File: src/rtl/pic_pkg.sv
// Shared definitions for the PIC / CPU interrupt-acknowledge logic:
// sequencer state encoding, INTA count codes and a small constant helper.
package pic_pkg;

    // Acknowledge sequencer states
    localparam logic [2:0] ST_IDLE    = 3'd0;
    localparam logic [2:0] ST_ACK1    = 3'd1;
    localparam logic [2:0] ST_GAP     = 3'd2;
    localparam logic [2:0] ST_ACK2    = 3'd3;
    localparam logic [2:0] ST_DELIVER = 3'd4;

    // INTA count seen by the PIC IRR/ISR stepping logic
    localparam logic [1:0] INTA_NONE   = 2'b00;
    localparam logic [1:0] INTA_FIRST  = 2'b01;
    localparam logic [1:0] INTA_SECOND = 2'b10;

    // Larger of two integers, used to size the shared pulse/gap counter
    function automatic int max_int(input int a, input int b);
        return (a > b) ? a : b;
    endfunction

endpackage

File: src/rtl/bit_synchronizer.sv
// Multi-flop synchronizer for a single asynchronous level signal.
// All stages clear to 0 on reset.
module bit_synchronizer #(
    parameter int STAGES = 2
) (
    input  logic clk,
    input  logic reset,
    input  logic d,
    output logic q
);

    logic [STAGES-1:0] sync_q;
    logic [STAGES-1:0] sync_d;

    // Shift the raw input one stage deeper each cycle
    always_comb begin
        sync_d = {sync_q[STAGES-2:0], d};
    end

    // Synchronizer flop chain
    always_ff @(posedge clk or posedge reset) begin
        if (reset) begin
            sync_q <= '0;
        end else begin
            sync_q <= sync_d;
        end
    end

    assign q = sync_q[STAGES-1];

endmodule

File: src/rtl/inta_sequencer.sv
// CPU-side interrupt acknowledge sequencer. Watches INT from the PIC, runs the
// two-pulse INTA sequence, captures the vector during INTA2 and hands it to
// the core over a valid/ready handshake. All outputs come straight from flops.
import pic_pkg::*;

module inta_sequencer #(
    parameter int PULSE_W     = 2,
    parameter int GAP_W       = 2,
    parameter int SYNC_STAGES = 2
) (
    input  logic       clk,
    input  logic       reset,
    input  logic       int_req,
    input  logic       int_enable,
    input  logic [7:0] data_in,
    output logic       inta_n,
    output logic [1:0] inta_count,
    output logic       lock,
    output logic       busy,
    output logic [7:0] vector,
    output logic       vector_valid,
    input  logic       vector_ready
);

    localparam int CNT_W = $clog2(max_int(PULSE_W, GAP_W)) + 1;
    localparam logic [CNT_W-1:0] PULSE_LAST = CNT_W'(PULSE_W - 1);
    localparam logic [CNT_W-1:0] GAP_LAST   = CNT_W'(GAP_W - 1);
    localparam logic [CNT_W-1:0] CNT_ONE    = CNT_W'(1);

    logic             int_sync_s;
    logic [2:0]       state_q, state_d;
    logic [CNT_W-1:0] cnt_q, cnt_d;
    logic [7:0]       vector_q, vector_d;
    logic             inta_n_q, inta_n_d;
    logic [1:0]       inta_count_q, inta_count_d;
    logic             lock_q, lock_d;
    logic             busy_q, busy_d;
    logic             vector_valid_q, vector_valid_d;

    bit_synchronizer #(
        .STAGES (SYNC_STAGES)
    ) u_int_sync (
        .clk   (clk),
        .reset (reset),
        .d     (int_req),
        .q     (int_sync_s)
    );

    // Next state, per-state cycle counter and vector capture; once ACK1 is
    // entered the sequence runs to DELIVER regardless of int_req/int_enable
    always_comb begin
        state_d  = state_q;
        cnt_d    = cnt_q;
        vector_d = vector_q;
        case (state_q)
            ST_IDLE: begin
                cnt_d = '0;
                if (int_sync_s && int_enable) begin
                    state_d = ST_ACK1;
                end else begin
                    state_d = ST_IDLE;
                end
            end
            ST_ACK1: begin
                if (cnt_q == PULSE_LAST) begin
                    state_d = ST_GAP;
                    cnt_d   = '0;
                end else begin
                    cnt_d = cnt_q + CNT_ONE;
                end
            end
            ST_GAP: begin
                if (cnt_q == GAP_LAST) begin
                    state_d = ST_ACK2;
                    cnt_d   = '0;
                end else begin
                    cnt_d = cnt_q + CNT_ONE;
                end
            end
            ST_ACK2: begin
                if (cnt_q == PULSE_LAST) begin
                    state_d  = ST_DELIVER;
                    cnt_d    = '0;
                    vector_d = data_in;
                end else begin
                    cnt_d = cnt_q + CNT_ONE;
                end
            end
            ST_DELIVER: begin
                cnt_d = '0;
                if (vector_ready) begin
                    state_d = ST_IDLE;
                end else begin
                    state_d = ST_DELIVER;
                end
            end
            default: begin
                state_d = ST_IDLE;
                cnt_d   = '0;
            end
        endcase
    end

    // Decode outputs from the upcoming state so they can be registered
    // without adding a cycle of latency
    always_comb begin
        inta_n_d       = 1'b1;
        inta_count_d   = INTA_NONE;
        lock_d         = 1'b0;
        busy_d         = (state_d != ST_IDLE);
        vector_valid_d = 1'b0;
        case (state_d)
            ST_ACK1: begin
                inta_n_d     = 1'b0;
                inta_count_d = INTA_FIRST;
                lock_d       = 1'b1;
            end
            ST_GAP: begin
                inta_count_d = INTA_FIRST;
                lock_d       = 1'b1;
            end
            ST_ACK2: begin
                inta_n_d     = 1'b0;
                inta_count_d = INTA_SECOND;
                lock_d       = 1'b1;
            end
            ST_DELIVER: begin
                vector_valid_d = 1'b1;
            end
            default: begin
                inta_n_d = 1'b1;
            end
        endcase
    end

    // Sequencer state, counter and vector register
    always_ff @(posedge clk or posedge reset) begin
        if (reset) begin
            state_q  <= ST_IDLE;
            cnt_q    <= '0;
            vector_q <= 8'h00;
        end else begin
            state_q  <= state_d;
            cnt_q    <= cnt_d;
            vector_q <= vector_d;
        end
    end

    // Output flops; reset drops the strobe and any pending vector at once
    always_ff @(posedge clk or posedge reset) begin
        if (reset) begin
            inta_n_q       <= 1'b1;
            inta_count_q   <= INTA_NONE;
            lock_q         <= 1'b0;
            busy_q         <= 1'b0;
            vector_valid_q <= 1'b0;
        end else begin
            inta_n_q       <= inta_n_d;
            inta_count_q   <= inta_count_d;
            lock_q         <= lock_d;
            busy_q         <= busy_d;
            vector_valid_q <= vector_valid_d;
        end
    end

    assign inta_n       = inta_n_q;
    assign inta_count   = inta_count_q;
    assign lock         = lock_q;
    assign busy         = busy_q;
    assign vector       = vector_q;
    assign vector_valid = vector_valid_q;

endmodule

File: config.mk
export PLATFORM = sky130hd
export DESIGN_NAME = inta_sequencer
export DESIGN_NICKNAME = d
export VERILOG_FILES = /design/src/rtl/pic_pkg.sv /design/src/rtl/bit_synchronizer.sv /design/src/rtl/inta_sequencer.sv
export SDC_FILE = /design/constraint.sdc
export NUM_CORES = 1
export LEC_CHECK = 0
export ABC_AREA = 0
export BUFFER_PORTS_ARGS = -buffer_cell sky130_fd_sc_hd__buf_2
export CAP_MARGIN = 15
export CORE_MARGIN = 3
export CORE_UTILIZATION = 35
export DETAILED_ROUTE_END_ITERATION = 16
export GPL_ROUTABILITY_DRIVEN = 0
export PLACE_DENSITY = 0.61
export SYNTH_ARGS = -nofsm -noshare
export SYNTH_HDL_FRONTEND = slang
export SYNTH_HIERARCHICAL = 1
export SYNTH_SLANG_ARGS = --single-unit
File: constraint.sdc
create_clock -name clk -period 2.1 [get_ports clk]
set_clock_uncertainty 0.2 [all_clocks]
set_input_delay 0.21 -clock clk [delete_from_list [all_inputs] [get_ports clk]]
set_output_delay 0.21 -clock clk [all_outputs]
set_load 0.01 [all_outputs]
# Word level (Yosys, flattened, before mapping)
# Cells that the tools add are included.
# word_totals
register_bits	21
out_inout_bits	14
inputBits	13
# classes
n_addsub	1
n_mux	12
reduce_logical	8
n_eq_ne	9
# op_table
op	n
one-hot mux 3 bit (5 select lines)	1
== test 3 x 2 -> 1 bit (second input constant)	4
2-to-1 mux 3 bit	4
== test 3 x 1 -> 1 bit (second input constant)	2
== test 3 bit (second input constant)	2
OR reduction 3 bit	2
2-to-1 mux 1 bit	4
2-to-1 mux 2 bit	2
one-hot mux 2 bit (2 select lines)	1
OR reduction 2 bit	2
zero test 3 bit	1
nonzero test 3 bit	1
adder 2 x 1 -> 2 bit (second input constant)	1
== test 2 x 1 -> 1 bit (second input constant)	1
AND reduction 2 bit	1
logical AND 1 bit	1

# Longest topological paths before layout
# Gate-level depths: netlist (run 1).
# depth
ltp_word	6
mapped_depth	4
ltp_nobuf	3

# Cells and area by module
# The synthesis (run 1) kept the hierarchy.
# modules_own_cells
module	area_per_inst_um2	cells_per_inst	n_inst	seq_area_each_um2
inta_sequencer	757.0	56	1	476.7
bit_synchronizer	53.8	3	1	50.0

# Worst setup path after synthesis (run 1)
# Ideal clock, no wire load.
# synth_timing
kind	reg-to-reg
from	register state_q[2]
to	register vector_q[0], in the netlist vector[0]
synth_period_minus_slack_ns	1.522
setup_ns	0.125
stages_incl_launch_ff	5
path_slack_ns	0.578
t_arrival_ns	1.198
path_cell_list	dfrtp_1 -> clkbuf_2 -> nand2b_2 -> nor2_8 -> mux2_2
# synth_via
elab_chain_len	2
# synth_lines
item	line	source
start, declared	inta_sequencer.sv:31	logic [2:0] state_q, state_d;
start signal, assigned	inta_sequencer.sv:143	state_q <= state_d;
== test 3 x 2 -> 1 bit	inta_sequencer.sv:55	case (state_q)
AND reduction 2 bit (no line)	-	
end signal, assigned	inta_sequencer.sv:145	vector_q <= vector_d;
end, declared	inta_sequencer.sv:33	logic [7:0] vector_q, vector_d;
# Every way passes these cells.
# A chain may end at the register's enable or synchronous reset.

# Worst setup path after layout (run 1)
# layout_timing
from	register state_q[0]
to	register vector_q[2], in the netlist vector[2]
# Same word-level chain as after synthesis.

==> results of run 1 <==
## state kept, by name, indices dropped and copies added (netlist names)
register / flops
busy: 1
cnt_q: 2
inta_count: 2
inta_n: 1
lock: 1
state_q: 3
u_int_sync/sync_q: 2
vector: 8
vector_valid: 1
## cells by family after synthesis
logic type / count (synthesis)
flip-flops: 21
multiplexers: 8
AND/OR/NAND/NOR: 17
XOR/XNOR: 1
AO/OA/AOI/OAI: 9
buffers and inverters: 3
## synth_stat cells
library cell  count
clkbuf_2          1
nand2_1           2
nand3b_1          2
dfrtp_1          20
mux2_2            5
inv_1             2
a31o_2            1
nand2b_1          3
and2_1            1
nand3b_2          1
mux2_1            3
nor2_8            1
nand3_1           1
dfstp_2           1
o22a_1            1
a31oi_1           2
a21o_1            1
xor2_1            1
nor3_1            1
nor2b_1           1
o21ai_0           2
nor2_1            3
a21oi_1           2
nand2b_2          1
## worst paths after layout
path	to	slack (ps)	depth (start not counted)
max	vector[2]	510	3
min	busy	10	3
max reg2reg	vector[2]	510	3
min reg2reg	u_int_sync/sync_q[1]	160	0
max in group asynchronous	vector[1]	910	3
min in group asynchronous	u_int_sync/sync_q[0]	80	3
## worst register-to-register path, stage by stage (launching register included)
cell,delay (ps)
dfrtp_1,490
nand3b_2,210
nor2_8,220
mux2_2,360
## metal layers
metal	routed length [um]	GRT usage, %	vias to the layer above
li1	-	-	281
met1	623	13.4	269
met2	663	19.7	20
met3	94	2.49	2
met4	12	6.22	0
met5	0	0	-
## what timing repair did
action,in CTS,in global routing
gates resized for setup,0,0
hold endpoints to repair,29,0
hold buffers,10,0
## metrics by stage
| step | std cells | power [mW] | hold WS [ps] | utilization, % | worst slack (ps) |
|---|---|---|---|---|---|
| after floorplan | 59 | 1.04 | -249 | - | 578 |
| after global placement | 111 | 1.22 | -130 | 46.6 | 538 |
| after detailed placement | 111 | 1.23 | -126 | 46.6 | 515 |
| after CTS | 125 | 1.44 | 3.87 | 52.7 | 497 |
| after global routing | 125 | 1.53 | 22.2 | 52.7 | 442 |
| final | 125 | 1.42 | 10.7 | 52.7 | 512 |
## layout make-up
cell class | instances | area, um2 | area share, %
flip-flops and latches | 21 | 527 | 48.0
multi-input cells | 35 | 272 | 24.7
repair buffers | 36 | 230 | 21.0
well taps | 27 | 33.8 | 3.08
clock buffers | 3 | 22.5 | 2.05
inverters | 2 | 7.51 | 0.684
clock inverters | 1 | 5.00 | 0.456
## report_power, final
part	total, mW	switching [mW]	internal (mW)
Sequential	0.677	0.103	0.574
Clock	0.188	0.117	0.0709
Combinational	0.557	0.280	0.277
Total	1.42	0.500	0.922
==> results by group, run 1 <==
GRT
  • Initial antenna violation count: 0
  • GRT Resource Usage Total: 11.6%
  • First-pass GRT wire length: 2390 um
  • Largest net degree at the start of global routing: 20
  • Vias in the first global route: 579
  • GRT overflow: 0

Cells and area
  • Most frequent cells in the layout: buf_2, dfrtp_1, dlygate4sd3_1
  • Final Instance Area: 1100 um2
  • Commonest non-fill, non-tap cell in the layout: buf_2
  • Fill cell count: 205
  • # diodes: 0
  • Area delta synth->final: 35.3%
  • Final nets: 112
  • Layout cells sized above 1: 40.8%

Logic synthesis
  • Compound-gate portion of the synthesized area: 7.10%
  • Syn avg cell area: 13.7 um2
  • Net count after synthesis: 72
  • Leading area contributor after synthesis: dfrtp_1
  • Synth cell types: 24
  • Multiplexer area fraction after synthesis: 11.1%
  • Post-Synth Adder-Cell Area: 0%
  • Area share of the leading cell type in the synthesized netlist: 61.7%
  • Simple-gate share of the synthesized area: 14.2%
  • Synth Warn #: 6
  • Largest family of logic cells by synthesized area: simple AND/OR/NAND/NOR gates
  • Synthesized area: 811 um2
  • Yosys reg bits: 21
  • Post-synthesis sequential area ratio: 65.0%
  • Cells after synthesis: 59
  • Top cells by area, synth: dfrtp_1, mux2_2, mux2_1
  • Post-Synth XOR/XNOR Area: 1.08%

STA
  • Worst-margin pin slew: 689 ps
  • Hold violation count in the final report: 0
  • Fmax: 630 MHz
  • Final worst-path cycle share: 75.6%
  • Setup TNS: 0 ps
  • Final worst path period need: 1590 ps
  • Relative slew slack: 54.0%
  • Max-slew violation count: 0
  • RSZ-0062 raised after global routing: false
  • Final setup fails: 0

Detailed routing
  • Drt drc: 0
  • Detailed router's first-iteration violation count: 3
  • Via density: 4.58
  • Via count: 572
  • Routed WL: 1390 um
  • First drt pass iteration count: 5
  • Final ANT Viol Nets: 0
  • Routed length per placed instance: 11.1 um

Clock tree
  • Total CTS buffers: 3
  • Post-CTS Setup Bufs: 0
  • Clk_lat worst skew: 300 ps
  • CTS max path bufs: 2
  • Clock slew at the register clock pins of the worst setup and hold paths: 110 ps
  • CTS tree: done
  • Clock root buffer: clkbuf_4
  • Num Clock Sinks: 21
  • H-tree depth: 1

Floorplan
  • Die H: 54.1 um
  • Core box area: 2080 um2
  • I/O pin cnt: 27
  • Die Wd: 54.1 um
  • Initial core utilization: 38.9%
  • # rows: 16
  • Die ar.: 2930 um2

Outcome
  • Status: finished, final reports clean

Min path
  • Min-Delay Path Class: in2reg
  • HP Start: vector_ready

Job
  • Max_cap viols: 0

Critical path
  • Crit path max-delay family: flip-flops
  • Critical path's slowest cell: dfrtp_1
  • Worst EP arrival: 1580 ps
  • Worst path required time: 2100 ps
  • Critical path class: reg2reg
  • Critical path origin: state_q[0]
  • Peak per-stage delay on the critical path: 490 ps
  • Maximum fanout along the worst path: 8
  • Crit. End Element: register
  • Cell Chain, Critical Path: nand3b_2 > nor2_8 > mux2_2
  • Crit start category: register
  • Worst Path Buf+Inv: 0
  • R2R Path Start: state_q[0]

Pwr
  • Pleak: 0.545 nW
  • Cell Pwr Density: 1300 nW/um2
  • Max IR drop VDD: 0.000656 V

Placement
  • Port-buffer cells: 26
  • Detail Placement HPWL: 1010 um
  • Placed inst area: 970 um2
Power figures use the tool's default switching activity.
==> run 2, diff against run 1 <==
PLACE_DENSITY = 0.63   (was 0.61)
clock period = 1.33 ns   (was 2.1 ns; I/O delays follow)
==> run 2 against run 1 <==
Effect of this change:
- the flow now finishes with violations (setup timing)
- via count increased by 9.8%
- setup slack got worse by 610 ps
- flip-flop and latch count unchanged
- non-clock buffer count increased by 14
- count of clock-buffer cells in the layout increased by 1
- register-to-register slack got worse by 610 ps
- total power increased by 82%
- maximum frequency increased by 11%
- critical endpoint is now vector[3]
==> results by group, run 2 (synthesis gave the netlist of run 1 again) <==
Critical path
  • Worst EP arrival: 1410 ps
  • Crit start category: register
  • Critical path class: reg2reg
  • Worst path required time: 1310 ps
  • Reg-to-reg slack, setup: -100 ps
  • Maximum fanout along the worst path: 8
  • Crit. End Element: register

GRT
  • GR Util met3: 2.49%
  • First-pass GRT wire length: 2840 um
  • GRT overflow: 0
  • Met1 Usage GRT: 16.6%
  • Initial antenna violation count: 0
  • Global route hottest layer: met2
  • GRT Resource Usage Total: 13.6%
  • Largest net degree at the start of global routing: 14
  • Met2 GRT Util: 23.7%
  • Vias in the first global route: 670

STA
  • Final setup fails: 10
  • Final critical-path setup slack: -102 ps
  • RSZ-0062 raised after global routing: true
  • Max-slew violation count: 0
  • Fmax: 699 MHz
  • Worst-margin pin slew: 276 ps
  • Relative slew slack: 81.6%
  • Final worst-path cycle share: 108%
  • Hold violation count in the final report: 0
  • Final worst path period need: 1430 ps
  • Setup TNS: -819 ps

Cells and area
  • Most frequent cells in the layout: buf_2, dfrtp_1, dlygate4sd3_1
  • Commonest non-fill, non-tap cell in the layout: buf_2
  • Final nets: 126
  • Final Instance Area: 1240 um2
  • Fill cell count: 184
  • Largest register FFs: 8
  • Non-Filler Instances: 139
  • Area delta synth->final: 53.1%
  • Layout cells sized above 1: 50.0%
  • # diodes: 0

Floorplan
  • Initial core utilization: 38.9%
  • Die ar.: 2930 um2
  • I/O pin cnt: 27
  • # rows: 16
  • Core box area: 2080 um2
  • Die Wd: 54.1 um
  • Die H: 54.1 um

Detailed routing
  • Routed WL: 1740 um
  • Drt drc: 0
  • Via density: 4.52
  • Detailed router's first-iteration violation count: 2
  • Final ANT Viol Nets: 0
  • First drt pass iteration count: 4
  • Routed length per placed instance: 12.5 um
  • Via count: 628

Pwr
  • Pint: 1.69 mW
  • Cell Pwr Density: 2080 nW/um2
  • Switching Power: 0.897 mW
  • Register share of total power: 40.6%
  • Sw Ratio: 34.7%
  • Max IR drop VDD: 0.000979 V
  • Logic gate share of total power: 48.2%
  • Clock share of power: 11.2%
  • Pleak: 0.634 nW

Clock tree
  • Clock slew at the register clock pins of the worst setup and hold paths: 110 ps
  • H-tree depth: 1
  • Total CTS buffers: 3
  • Clk_lat worst skew: 290 ps
  • CTS tree: done
  • CTS max path bufs: 2
  • Num Clock Sinks: 21
  • Clock root buffer: clkbuf_4

Placement
  • Dpl ws: -110 ps
  • Placed inst area: 1070 um2
  • Placed insts: 122
  • Port-buffer cells: 26
  • Detail Placement HPWL: 1260 um

Job
  • Max_cap viols: 0

Outcome
  • Failing checks: setup timing
  • Status: finished with violations

Min path
  • Min-Delay Path Class: in2async
==> run 2: cell type report <==
cell class	count	area, um2	area share [%]
clock buffers	4	26.3	2.12
inverters	2	7.51	0.605
multi-input cells	35	302	24.3
flip-flops and latches	21	528	42.5
well taps	27	33.8	2.72
repair buffers	50	344	27.7
==> run 2: power by group through the flow <==
stage          Clock, mW  Combinational (mW)  Sequential [mW]
2_1_floorplan          0               0.511             1.18
4_1_cts            0.305                1.21             1.05
3_3_place_gp           0                1.12             1.05
5_1_grt            0.330                1.37             1.08
3_5_place_dp           0                1.15             1.06
6_report           0.289                1.25             1.05
==> run 2: metal layers <==
layer	wire (um)	up-vias
li1	-	311
met5	0	-
met3	71	2
met2	890	12
met4	7	0
met1	773	303
==> run 2: final timing paths <==
| kind | startpoint | endpoint | depth (start not counted) |
|---|---|---|---|
| max | cnt_q[1] | vector[3] | 3 |
| min | reset | u_int_sync/sync_q[0] | 3 |
| max reg2reg | cnt_q[1] | vector[3] | 3 |
| min reg2reg | u_int_sync/sync_q[0] | u_int_sync/sync_q[1] | 0 |
| max in group asynchronous | reset | inta_n | 4 |
| min in group clk | u_int_sync/sync_q[0] | u_int_sync/sync_q[1] | 0 |
==> run 2: critical path, stage by stage, from the launching register on <==
cell	delay, ps
dfrtp_1	410
nand3b_4	190
nor2_8	170
mux2_2	350
==> run 2: timing repair <==
item | in CTS | in global routing
cloned | 0 | 0
endpoints found under the setup margin | 12 | 18
pin swaps | 2 | 2
endpoints found under the hold margin | 34 | 0
resized for setup | 3 | 5
buffers inserted | 1 | 0
hold buffers | 12 | 0
==> run 2: metrics by stage <==
| step | total power [mW] | hold WS [ps] | utilization, % |
|---|---|---|---|
| 2_1_floorplan | 1.69 | -326 | - |
| 3_3_place_gp | 2.17 | -209 | 51.2 |
| 3_5_place_dp | 2.21 | -205 | 51.2 |
| 4_1_cts | 2.56 | 8.33 | 58.8 |
| 5_1_grt | 2.78 | 21.0 | 59.6 |
| 6_report | 2.58 | 18.7 | 59.6 |
